## config.mk

```make
export PLATFORM = sky130hd
export DESIGN_NAME = uc_slot_scheduler
export DESIGN_NICKNAME = d
export VERILOG_FILES = /design/src/rtl/uc_slot_scheduler.sv
export SDC_FILE = /design/constraint.sdc
export NUM_CORES = 1
export LEC_CHECK = 0
export CORE_UTILIZATION = 40
export CTS_CLUSTER_DIAMETER = 50
export CTS_CLUSTER_SIZE = 16
export DETAILED_ROUTE_END_ITERATION = 10
export GPL_TIMING_DRIVEN = 0
export PLACE_DENSITY = 0.69
export SETUP_SLACK_MARGIN = 0.2
export SLEW_MARGIN = 20
export SYNTH_ARGS = -nofsm -noshare
export SYNTH_HDL_FRONTEND = slang
export SYNTH_SLANG_ARGS = --single-unit
export TNS_END_PERCENT = 1
```

## constraint.sdc

```tcl
create_clock -name uss_clk -period 1.9 [get_ports uss_clk]
set_input_delay 0.285 -clock uss_clk [delete_from_list [all_inputs] [get_ports uss_clk]]
set_output_delay 0.285 -clock uss_clk [all_outputs]
set_load 0.005 [all_outputs]
```

## src/rtl/uc_slot_scheduler.sv

```systemverilog
// Shares one CNT_W-bit up-counter between N requesters with round-robin grants.
// Build option: define USS_FIXED_PRIO_EN for fixed lowest-index-wins arbitration.
module uc_slot_scheduler #(
  parameter int unsigned N     = 4,
  parameter int unsigned CNT_W = 3
) (
  input  logic               uss_clk,
  input  logic               uss_rst_n,
  input  logic [N-1:0]       uss_req,
  input  logic [N*CNT_W-1:0] uss_len,
  output logic [N-1:0]       uss_gnt,
  output logic               uss_busy,
  output logic [CNT_W-1:0]   uss_cnt,
  output logic [N-1:0]       uss_done,
  output logic               uss_abort
);

  localparam int unsigned PTR_W = (N > 1) ? $clog2(N) : 1;

  typedef enum logic [1:0] {
    S_IDLE = 2'd0,
    S_RUN  = 2'd1,
    S_DONE = 2'd2
  } state_t;

  state_t             r_state;
  logic [N-1:0]       r_gnt;
  logic [N-1:0]       r_done;
  logic               r_busy;
  logic               r_abort;
  logic [CNT_W-1:0]   r_cnt;
  logic [CNT_W-1:0]   r_len;
  logic [PTR_W-1:0]   r_win;
  logic [PTR_W-1:0]   w_ptr;
  logic [PTR_W-1:0]   w_cand;
  logic [PTR_W-1:0]   w_win_idx;
  logic               w_found;

`ifdef USS_FIXED_PRIO_EN
  assign w_ptr = '0;
`else
  logic [PTR_W-1:0] r_ptr;

  // Next search starts just after the requester that was last served.
  always_ff @(posedge uss_clk or negedge uss_rst_n) begin
    if (!uss_rst_n) begin
      r_ptr <= '0;
    end else if (r_state == S_DONE) begin
      r_ptr <= (r_win == PTR_W'(N - 1)) ? '0 : r_win + 1'b1;
    end
  end

  assign w_ptr = r_ptr;
`endif

  // First set request searching upward from the pointer, wrapping.
  always_comb begin
    w_found   = 1'b0;
    w_win_idx = '0;
    w_cand    = '0;
    for (int unsigned k = 0; k < N; k++) begin
      w_cand = PTR_W'((32'(w_ptr) + k) % N);
      if (!w_found && uss_req[w_cand]) begin
        w_found   = 1'b1;
        w_win_idx = w_cand;
      end
    end
  end

  always_ff @(posedge uss_clk or negedge uss_rst_n) begin
    if (!uss_rst_n) begin
      r_state <= S_IDLE;
      r_gnt   <= '0;
      r_busy  <= 1'b0;
      r_cnt   <= '0;
      r_done  <= '0;
      r_abort <= 1'b0;
      r_len   <= '0;
      r_win   <= '0;
    end else begin
      r_done  <= '0;
      r_abort <= 1'b0;
      case (r_state)
        S_IDLE: begin
          if (w_found) begin
            r_win   <= w_win_idx;
            r_gnt   <= N'(1) << w_win_idx;
            r_len   <= uss_len[32'(w_win_idx) * CNT_W +: CNT_W];
            r_cnt   <= '0;
            r_busy  <= 1'b1;
            r_state <= S_RUN;
          end
        end
        S_RUN: begin
          // Withdrawal wins over a coincident terminal count.
          if (!uss_req[r_win]) begin
            r_abort <= 1'b1;
            r_gnt   <= '0;
            r_busy  <= 1'b0;
            r_cnt   <= '0;
            r_state <= S_DONE;
          end else if (r_cnt == r_len) begin
            r_done  <= r_gnt;
            r_gnt   <= '0;
            r_busy  <= 1'b0;
            r_cnt   <= '0;
            r_state <= S_DONE;
          end else begin
            r_cnt <= r_cnt + 1'b1;
          end
        end
        S_DONE: begin
          r_state <= S_IDLE;
        end
        default: begin
          r_state <= S_IDLE;
        end
      endcase
    end
  end

  assign uss_gnt   = r_gnt;
  assign uss_busy  = r_busy;
  assign uss_cnt   = r_cnt;
  assign uss_done  = r_done;
  assign uss_abort = r_abort;

endmodule

```

==> results of run 1 <==
-- flip-flops by register name, summed over array words and instances (netlist names) --
signal	flops
uss_busy	1
r_ptr	2
r_state	2
r_len	3
uss_cnt	3
uss_done	4
r_win	2
uss_gnt	4
uss_abort	1
-- worst paths after layout --
| path | start | endpoint | slack, ns | cells after the start |
|---|---|---|---|---|
| setup / recovery | r_ptr[1] | r_len[0] | 0.25 | 4 |
| hold / removal | uss_rst_n | uss_cnt[2] | 0.45 | 2 |
| setup reg to reg | r_ptr[1] | r_len[0] | 0.25 | 4 |
| hold reg to reg | uss_busy | uss_busy | 0.49 | 1 |
| max in group asynchronous | uss_rst_n | r_ptr[1] | 1.10 | 2 |
| min in group uss_clk | uss_busy | uss_busy | 0.49 | 1 |
-- critical path, cell delays in order (launching register included) --
cell	delay (ns)
dfrtp_2	0.47
o32a_1	0.40
and2_4	0.20
a2111oi_2	0.39
a211oi_1	0.09
-- cell usage after synthesis, drive strengths merged, types with 2 or more instances --
cell type	instances
dfrtp	22
nand2	7
nor2	7
and2	5
a21boi	4
a21o	4
mux2i	4
a2111oi	3
a211oi	3
a22o	3
inv	3
o21ai	3
xnor2	3
a21oi	2
ha	2
nand2b	2
nand3	2
nor3b	2
-- cell type report --
| type | instances | area, um2 | share of cell area (%) |
|---|---|---|---|
| Inverter | 3 | 11.26 | 0.7377 |
| Sequential cell | 22 | 551.8 | 36.15 |
| Clock inverter | 1 | 30.03 | 1.967 |
| Timing Repair Buffer | 32 | 316.6 | 20.74 |
| Tap cell | 30 | 37.54 | 2.459 |
| Clock buffer | 3 | 22.52 | 1.475 |
| Multi-Input combinational cell | 71 | 551.8 | 36.15 |
| Buffer | 1 | 5.005 | 0.3279 |
-- metal layers --
metal	vias up	GRT usage, %	wire length, um
met2	21	32.10	1174
li1	432	-	-
met5	-	0	0
met3	4	3.390	58
met1	423	20.25	1014
met4	0	6.579	34
-- kinds of logic after synthesis --
logic type,after synthesis,synth area share (%)
AND/OR/NAND/NOR,32,16.07
flip-flops,22,51.22
adder cells (fa/ha/maj),2,2.328
AO/OA/AOI/OAI,28,19.56
XOR/XNOR,3,2.445
multiplexers,6,6.868
buffers and inverters,4,1.513
-- per-stage QoR --
step / setup TNS, ns / utilization, % / std cells
floorplan: 0 / - / 97
global placement: -1.110 / 56.51 / 157
detailed placement: -1.667 / 56.51 / 157
CTS: 0 / 59.16 / 161
global route: 0 / 61.06 / 163
finish: 0 / 61.06 / 163
-- where the power goes --
group	switching (mW)	internal, mW
logic	0.403	0.483
clock network	0.149	0.213
registers	0.170	0.634
total	0.723	1.33
-- timing repair --
item | in CTS | in global routing
hold buffers | 0 | 1
buffers inserted | 0 | 1
resized for setup | 6 | 9
endpoints found under the setup margin | 5 | 5
pin swaps | 0 | 1
hold endpoints to repair | 0 | 22
==> reports/metrics.yaml, run 1 <==
final_cell_mix: "26 x clkdlybuf4s50_1, 21 x dfrtp_1, 6 x nor2_1, 6 x nand2_1"
synthTopCellsByArea: "dfrtp_1 51%, mux2i_1 3.7%, a21o_1 2.8%"
irDropWorstVdd_mv: 0.9246
vias: 880
dieArea_mm2: 0.002898
power.total_mw: 2.053
core_mm2: 0.002500
drc: 0
syn_inst: 97
grt_max_degree: 23
max_freq_mhz: 605.9
drt-initial-drc-count: 14
nFillCells: 226
relSlewSlack_pct: 60.45
fin_crit_ns: 1.650
syn-num-nets: 117
place_ws_ns: -0.2775
antenna_found_initial: 0
ys_ff_latch: 22
ys_warn_count: 0
end_kind: "flip-flop"
gp_congestion: 0.7234
synth_area_mm2: 0.001075
hp-class: "in2async"
grt_pass1_wl_mm: 3.588
dpl.hpwl_mm: 1.753
fin_crit_sh_pct: 86.86
clk_latency_ns: 0.31
layout.nets: 154
clockBufferDepth: 2
ios: 31
finalWorstSetupSlack_ns: 0.2496
syn_avg_cell_area_um2: 11.08
routedWlPerCell_um: 14.00
numClockSinks: 22
diodes: 0
overflow: 0
syn_to_final_growth_pct: 42.03
rsz0062_at_grt: "yes"
finalHoldViolCount: 0
slew_violations: 0
port_buffers: 30
worst_pin_slew_ns: 0.5887
drive_above_1_share_pct: 15.04
grt_util_all_layers_pct: 17.70
synth.top_cell.area_share_pct: 51.22
cp.arrival_ns: 1.85
routed_wl_mm: 2.282
grt_pass1_vias: 835
cts-root-buf: "clkbuf_4"
setup.worst_path.class: "reg2reg"
path_max_fanout: 7
start_util_pct: 42.99
ys_types: 39
cts_tree: "yes"
via_per_inst: 5.399
required_ns: 2.10
drt_first_pass_iters: 4
die_y_um: 53.84
synth_ff_type: "dfrtp_1"
leakage_nw: 0.6945
final_area_mm2: 0.001526
cts_max_level: 1
die_width_um: 53.84
ant_nets: 0
numCtsBuffers: 3
ys_seq_area_share_pct: 51.22
num_rows: 18
setup_viol: 0
fin_hold_ws_ns: 0.4479
cts.clk_slew.worst_paths_ns: 0.13
synth_edf_count: 0
power.density_mw_per_mm2: 1345
final_common_cell: "clkdlybuf4s50_1"
place_area_mm2: 0.001413
yosysTopAreaCell: "dfrtp_1"
start_kind: "flip-flop"
outcome: "completed"
maxCapViolations: 0
finClkSkew_ns: 0.005662
ys_async_sr_fraction_pct: 100.0
(Power assumes the default switching activity.)
==> run 2: changes to the inputs <==
--- a/config.mk
+++ b/config.mk
@@ -5,10 +5,12 @@
 export SDC_FILE = /design/constraint.sdc
 export NUM_CORES = 1
 export LEC_CHECK = 0
+export CORE_MARGIN = 4
 export CORE_UTILIZATION = 40
-export CTS_CLUSTER_DIAMETER = 50
+export CTS_CLUSTER_DIAMETER = 40
 export CTS_CLUSTER_SIZE = 16
 export DETAILED_ROUTE_END_ITERATION = 10
+export GPL_ROUTABILITY_DRIVEN = 0
 export GPL_TIMING_DRIVEN = 0
 export PLACE_DENSITY = 0.69
 export SETUP_SLACK_MARGIN = 0.2
==> reports/metrics.yaml, run 2 (same netlist as run 1, synthesis figures left out) <==
critical-path-top-delay-family: "multiplexers"
placedCellCount: 157  # unchanged
overflow: 0  # unchanged
fin_crit_sh_pct: 86.62  # -0.24 points
numClockSinks: 22  # unchanged
maxCapViolations: 0  # unchanged
cp.arrival_ns: 1.86  # about the same
crit_slowest_cell: "mux4_2"
grt_pass1_vias: 835  # unchanged
required_ns: 2.12  # +0.02 ns
dieArea_mm2: 0.003580  # +24%
core_mm2: 0.002522  # +0.90%
end_kind: "flip-flop"
startpoint: "uss_req[2]"
finClkSkew_ns: 0.008702  # +0.003040 ns
dpl.hpwl_mm: 1.813  # +3.4%
max_stage_delay_ns: 0.53  # +0.06 ns
syn_to_final_growth_pct: 44.59
irDropWorstVdd_mv: 0.8618  # -6.8%
drive_above_1_share_pct: 14.39  # -0.64 points
grt_util_all_layers_pct: 14.17  # -3.5 points
setup_viol: 0  # unchanged
crit_buf_inv: 1  # +1
ant_nets: 0  # unchanged
die_width_um: 59.84  # +11%
clockBufferDepth: 2  # unchanged
rsz0062_at_grt: "yes"
ios: 31  # unchanged
grt_pass1_wl_mm: 3.795  # +5.8%
relSlewSlack_pct: 60.89  # +0.44 points
drt_first_pass_iters: 4  # unchanged
final_common_cell: "clkdlybuf4s50_1"
fin_crit_ns: 1.646  # -0.004597 ns
vias: 841  # -4.4%
drt-initial-drc-count: 46  # +32
tns_ns: 0  # unchanged
cts-root-buf: "clkbuf_4"
die_y_um: 59.84  # +11%
clk_latency_ns: 0.31  # about the same
leakage_nw: 0.6856  # -1.3%
numCtsBuffers: 3  # unchanged
final_core_util_pct: 61.61  # +0.55 points
cts_tree: "yes"
cp_cell_sequence: "clkdlybuf4s50_1 -> mux4_2 -> nand3b_1 -> nand2b_2 -> o21ai_1 -> a21o_1"
cts.clk_slew.worst_paths_ns: 0.13  # about the same
finalHoldViolCount: 0  # unchanged
start_kind: "primary input"
hp-class: "in2async"
power.density_mw_per_mm2: 1339  # -0.47%
cts_max_level: 1  # unchanged
worst_pin_slew_ns: 0.5821  # -0.006557 ns
reg2reg_from: "r_ptr[1]"
stdcell_count: 162  # -0.61%
port_buffers: 30  # unchanged
slew_violations: 0  # unchanged
diodes: 0  # unchanged
num_rows: 18  # unchanged
outcome: "completed"
start_util_pct: 42.61  # -0.38 points
grt_max_degree: 23  # unchanged
layout.nets: 153  # -0.65%
setup.worst_path.class: "in2reg"
via_per_inst: 5.191  # -3.8%
post-cts-setup-buffers: 0  # unchanged
max_freq_mhz: 607.6  # +0.28%
routedWlPerCell_um: 14.40  # +2.9%
routed_wl_mm: 2.333  # +2.2%
antenna_found_initial: 0  # unchanged
path_max_fanout: 6  # -1
final_cell_mix: "26 x clkdlybuf4s50_1, 21 x dfrtp_1, 6 x nor2_1, 6 x nand2_1"
drc: 0  # unchanged
==> run 2: changes by cell type in the layout (fill, tap and decap cells not counted), sizes merged <==
cell,change
buf,-2
clkbuf,+1
==> run 2: layer usage <==
metal,share of wire [%],vias up,global-route usage [%]
met5,0,-,0
met4,0.81,0,3.797
li1,-,430,-
met3,4.0,2,1.944
met2,50,20,23.61
met1,45,389,19.24
==> run 2: worst reg2reg max path, cell delays in order (launching register included) <==
cell and delay (ns):
dfrtp_2 0.45, a21oi_1 0.09, o21a_1 0.20, o22a_1 0.31, a2111oi_4 0.38, a211oi_1 0.09
==> run 2: path summary, 6_finish.rpt <==
kind	to	cells past startpoint	slack, ns
setup reg to reg	r_len[2]	5	0.28
hold reg to reg	uss_busy	1	0.51
hold / removal	r_len[1]	2	0.46
max in group asynchronous	r_ptr[1]	2	1.08
min in group uss_clk	uss_busy	1	0.51
setup / recovery	uss_cnt[2]	6	0.25
==> run 2: stage by stage <==
stage / total power [mW] / cell area, um2 / setup WS, ns / hold WS [ns]
floorplan: 1.302 / 1075 / 0.3360 / -0.01059
finish: 2.080 / 1554 / 0.2542 / 0.4598
global placement: 1.600 / 1413 / -0.3022 / 0.4625
CTS: 2.006 / 1473 / 0.1799 / 0.5132
detailed placement: 1.636 / 1413 / -0.3029 / 0.4838
global route: 2.243 / 1554 / 0.1868 / 0.4995
==> run 2: report_power, final <==
group / internal (mW) / switching [mW] / total [mW]
clock: 0.213 / 0.144 / 0.357
sequential: 0.634 / 0.179 / 0.813
combinational: 0.489 / 0.422 / 0.910
==> run 2: repair_timing <==
action | in CTS | in global routing
hold endpoints to repair | 0 | 22
hold buffers | 0 | 1
gates resized for setup | 5 | 15
endpoints found under the setup margin | 4 | 10
pin swaps | 0 | 2
==> run 2: area by class of cell <==
| cell class | count | area (um2) |
|---|---|---|
| Clock inverter | 1 | 30.03 |
| Buffer | 1 | 7.507 |
| Clock buffer | 3 | 22.52 |
| Sequential cell | 22 | 551.8 |
| Tap cell | 30 | 37.54 |
| Fill cell | 230 | 968.4 |
| Multi-Input combinational cell | 71 | 584.3 |
| Timing Repair Buffer | 31 | 309.0 |
| Inverter | 3 | 11.26 |
==> run 3: changes to the inputs <==
--- a/config.mk
+++ b/config.mk
@@ -5,6 +5,7 @@
 export SDC_FILE = /design/constraint.sdc
 export NUM_CORES = 1
 export LEC_CHECK = 0
+export CAP_MARGIN = 40
 export CORE_MARGIN = 4
 export CORE_UTILIZATION = 40
 export CTS_CLUSTER_DIAMETER = 40
==> reports/metrics.yaml, run 3 (same netlist as run 1, synthesis figures left out) <==
via_per_inst: 5.179  # -0.24%
tns_ns: 0  # unchanged
cts_max_level: 1  # unchanged
post-cts-setup-buffers: 0  # unchanged
busiest_layer: "met2"
nFillCells: 228  # -0.87%
layout.nets: 153  # unchanged
grt_use_met2_pct: 22.84  # -0.77 points
finalHoldViolCount: 0  # unchanged
vias: 839  # -0.24%
setup_viol: 0  # unchanged
power.density_mw_per_mm2: 1335  # -0.27%
overflow: 0  # unchanged
grt_pass1_wl_mm: 3.822  # +0.71%
cts-root-buf: "clkbuf_4"
maxCapViolations: 0  # unchanged
num_rows: 18  # unchanged
numClockSinks: 22  # unchanged
ios: 31  # unchanged
final_cell_mix: "28 x clkdlybuf4s50_1, 21 x dfrtp_1, 6 x nor2_1, 6 x nand2_1"
relSlewSlack_pct: 58.46  # -2.4 points
drc: 0  # unchanged
drive_above_1_share_pct: 14.39  # unchanged
placedCellCount: 158  # +0.64%
grt_util_all_layers_pct: 14.11  # -0.058 points
rsz0062_at_grt: "yes"
die_width_um: 59.84  # unchanged
final_common_cell: "clkdlybuf4s50_1"
ant_nets: 0  # unchanged
grt_pass1_vias: 817  # -2.2%
slew_violations: 0  # unchanged
fin_crit_sh_pct: 86.68  # about the same
power.total_mw: 2.020  # -2.9%
port_buffers: 30  # unchanged
end_kind: "flip-flop"
antenna_found_initial: 0  # unchanged
drt_first_pass_iters: 4  # unchanged
dieArea_mm2: 0.003580  # unchanged
required_ns: 2.11  # about the same
leakage_nw: 0.6727  # -1.9%
setup.worst_path.class: "in2reg"
start_util_pct: 42.61  # unchanged
start_kind: "primary input"
grt_max_degree: 14  # -39%
outcome: "completed"
cts_tree: "yes"
met3_usage_pct: 1.944  # unchanged
die_y_um: 59.84  # unchanged
path_max_fanout: 6  # unchanged
routed_wl_mm: 2.260  # -3.1%
max_freq_mhz: 607.2  # about the same
numCtsBuffers: 3  # unchanged
clk_latency_ns: 0.30  # about the same
syn_to_final_growth_pct: 40.74
routedWlPerCell_um: 13.95  # -3.1%
drt-initial-drc-count: 23  # -50%
worst_pin_slew_ns: 0.6184  # +0.03628 ns
diodes: 0  # unchanged
stdcell_count: 162  # unchanged
grt_util_met1_pct: 20.14  # +0.90 points
cp.arrival_ns: 1.86  # about the same
cts.clk_slew.worst_paths_ns: 0.13  # about the same
core_mm2: 0.002522  # unchanged
finClkSkew_ns: 0.01165  # +0.002945 ns
irDropWorstVdd_mv: 0.6796  # -21%
fin_crit_ns: 1.647  # +0.001234 ns
clockBufferDepth: 2  # unchanged
hp-class: "in2async"
dpl.hpwl_mm: 1.850  # +2.1%
[run 3: cell count changes in the layout (fill, tap and decap cells not counted), sizes merged]
cell,change
buf,+1
clkbuf,-1
clkdlybuf4s50,+2
dlygate4sd3,-1
dlymetal6s2s,-1
[run 3: path summary, 6_finish.rpt]
check | from | endpoint | slack, ns | cells past startpoint
worst max-delay path | uss_req[3] | uss_cnt[2] | 0.25 | 6
worst min-delay path | uss_rst_n | uss_cnt[2] | 0.31 | 1
worst max register to register | r_ptr[1] | r_len[2] | 0.25 | 4
worst min register to register | uss_busy | uss_busy | 0.51 | 1
max in group asynchronous | uss_rst_n | r_win[0] | 1.12 | 2
min in group uss_clk | uss_busy | uss_busy | 0.51 | 1
[run 3: worst max-delay path, cell delays in order]
cell             delay, ns
clkdlybuf4s50_1       0.48
mux4_2                0.53
nand3b_1              0.12
nand2b_2              0.19
o21ai_1               0.07
a21o_1                0.18
[run 3: layout make-up]
| class | count | area, um2 | area share, % |
|---|---|---|---|
| inverters | 3 | 11.26 | 0.7444 |
| repair buffers | 31 | 316.6 | 20.93 |
| clock inverters | 1 | 30.03 | 1.985 |
| clock buffers | 3 | 22.52 | 1.489 |
| flip-flops and latches | 22 | 551.8 | 36.48 |
| well taps | 30 | 37.54 | 2.481 |
| multi-input cells | 71 | 538.0 | 35.57 |
| plain buffers | 1 | 5.005 | 0.3309 |
[run 3: power by group]
part / internal, mW / switching [mW]
Sequential: 0.634 / 0.177
Combinational: 0.466 / 0.385
Clock: 0.213 / 0.145
Total: 1.31 / 0.707
[run 3: per-stage QoR]
step	setup slack, ns	hold slack (ns)	utilization, %	area (um2)
after floorplan	0.3360	-0.01059	-	1075
after global placement	-0.3022	0.4625	56.00	1413
after detailed placement	-0.3130	0.4838	56.60	1428
after CTS	0.1869	0.3325	58.98	1488
after global routing	0.1467	0.3388	59.97	1513
final	0.2530	0.3080	59.97	1513
[run 3: per-layer routing]
layer	vias to the layer above	wire length, um
met2	24	1098
met4	0	19
met1	384	1034
met3	2	107
li1	429	-
met5	-	0
[run 3: what timing repair did]
| action | CTS | global route |
|---|---|---|
| pin swaps | 0 | 1 |
| endpoints found under the hold margin | 0 | 0 |
| endpoints found under the setup margin | 4 | 11 |
| hold buffers | 0 | 0 |
| resized for setup | 5 | 7 |
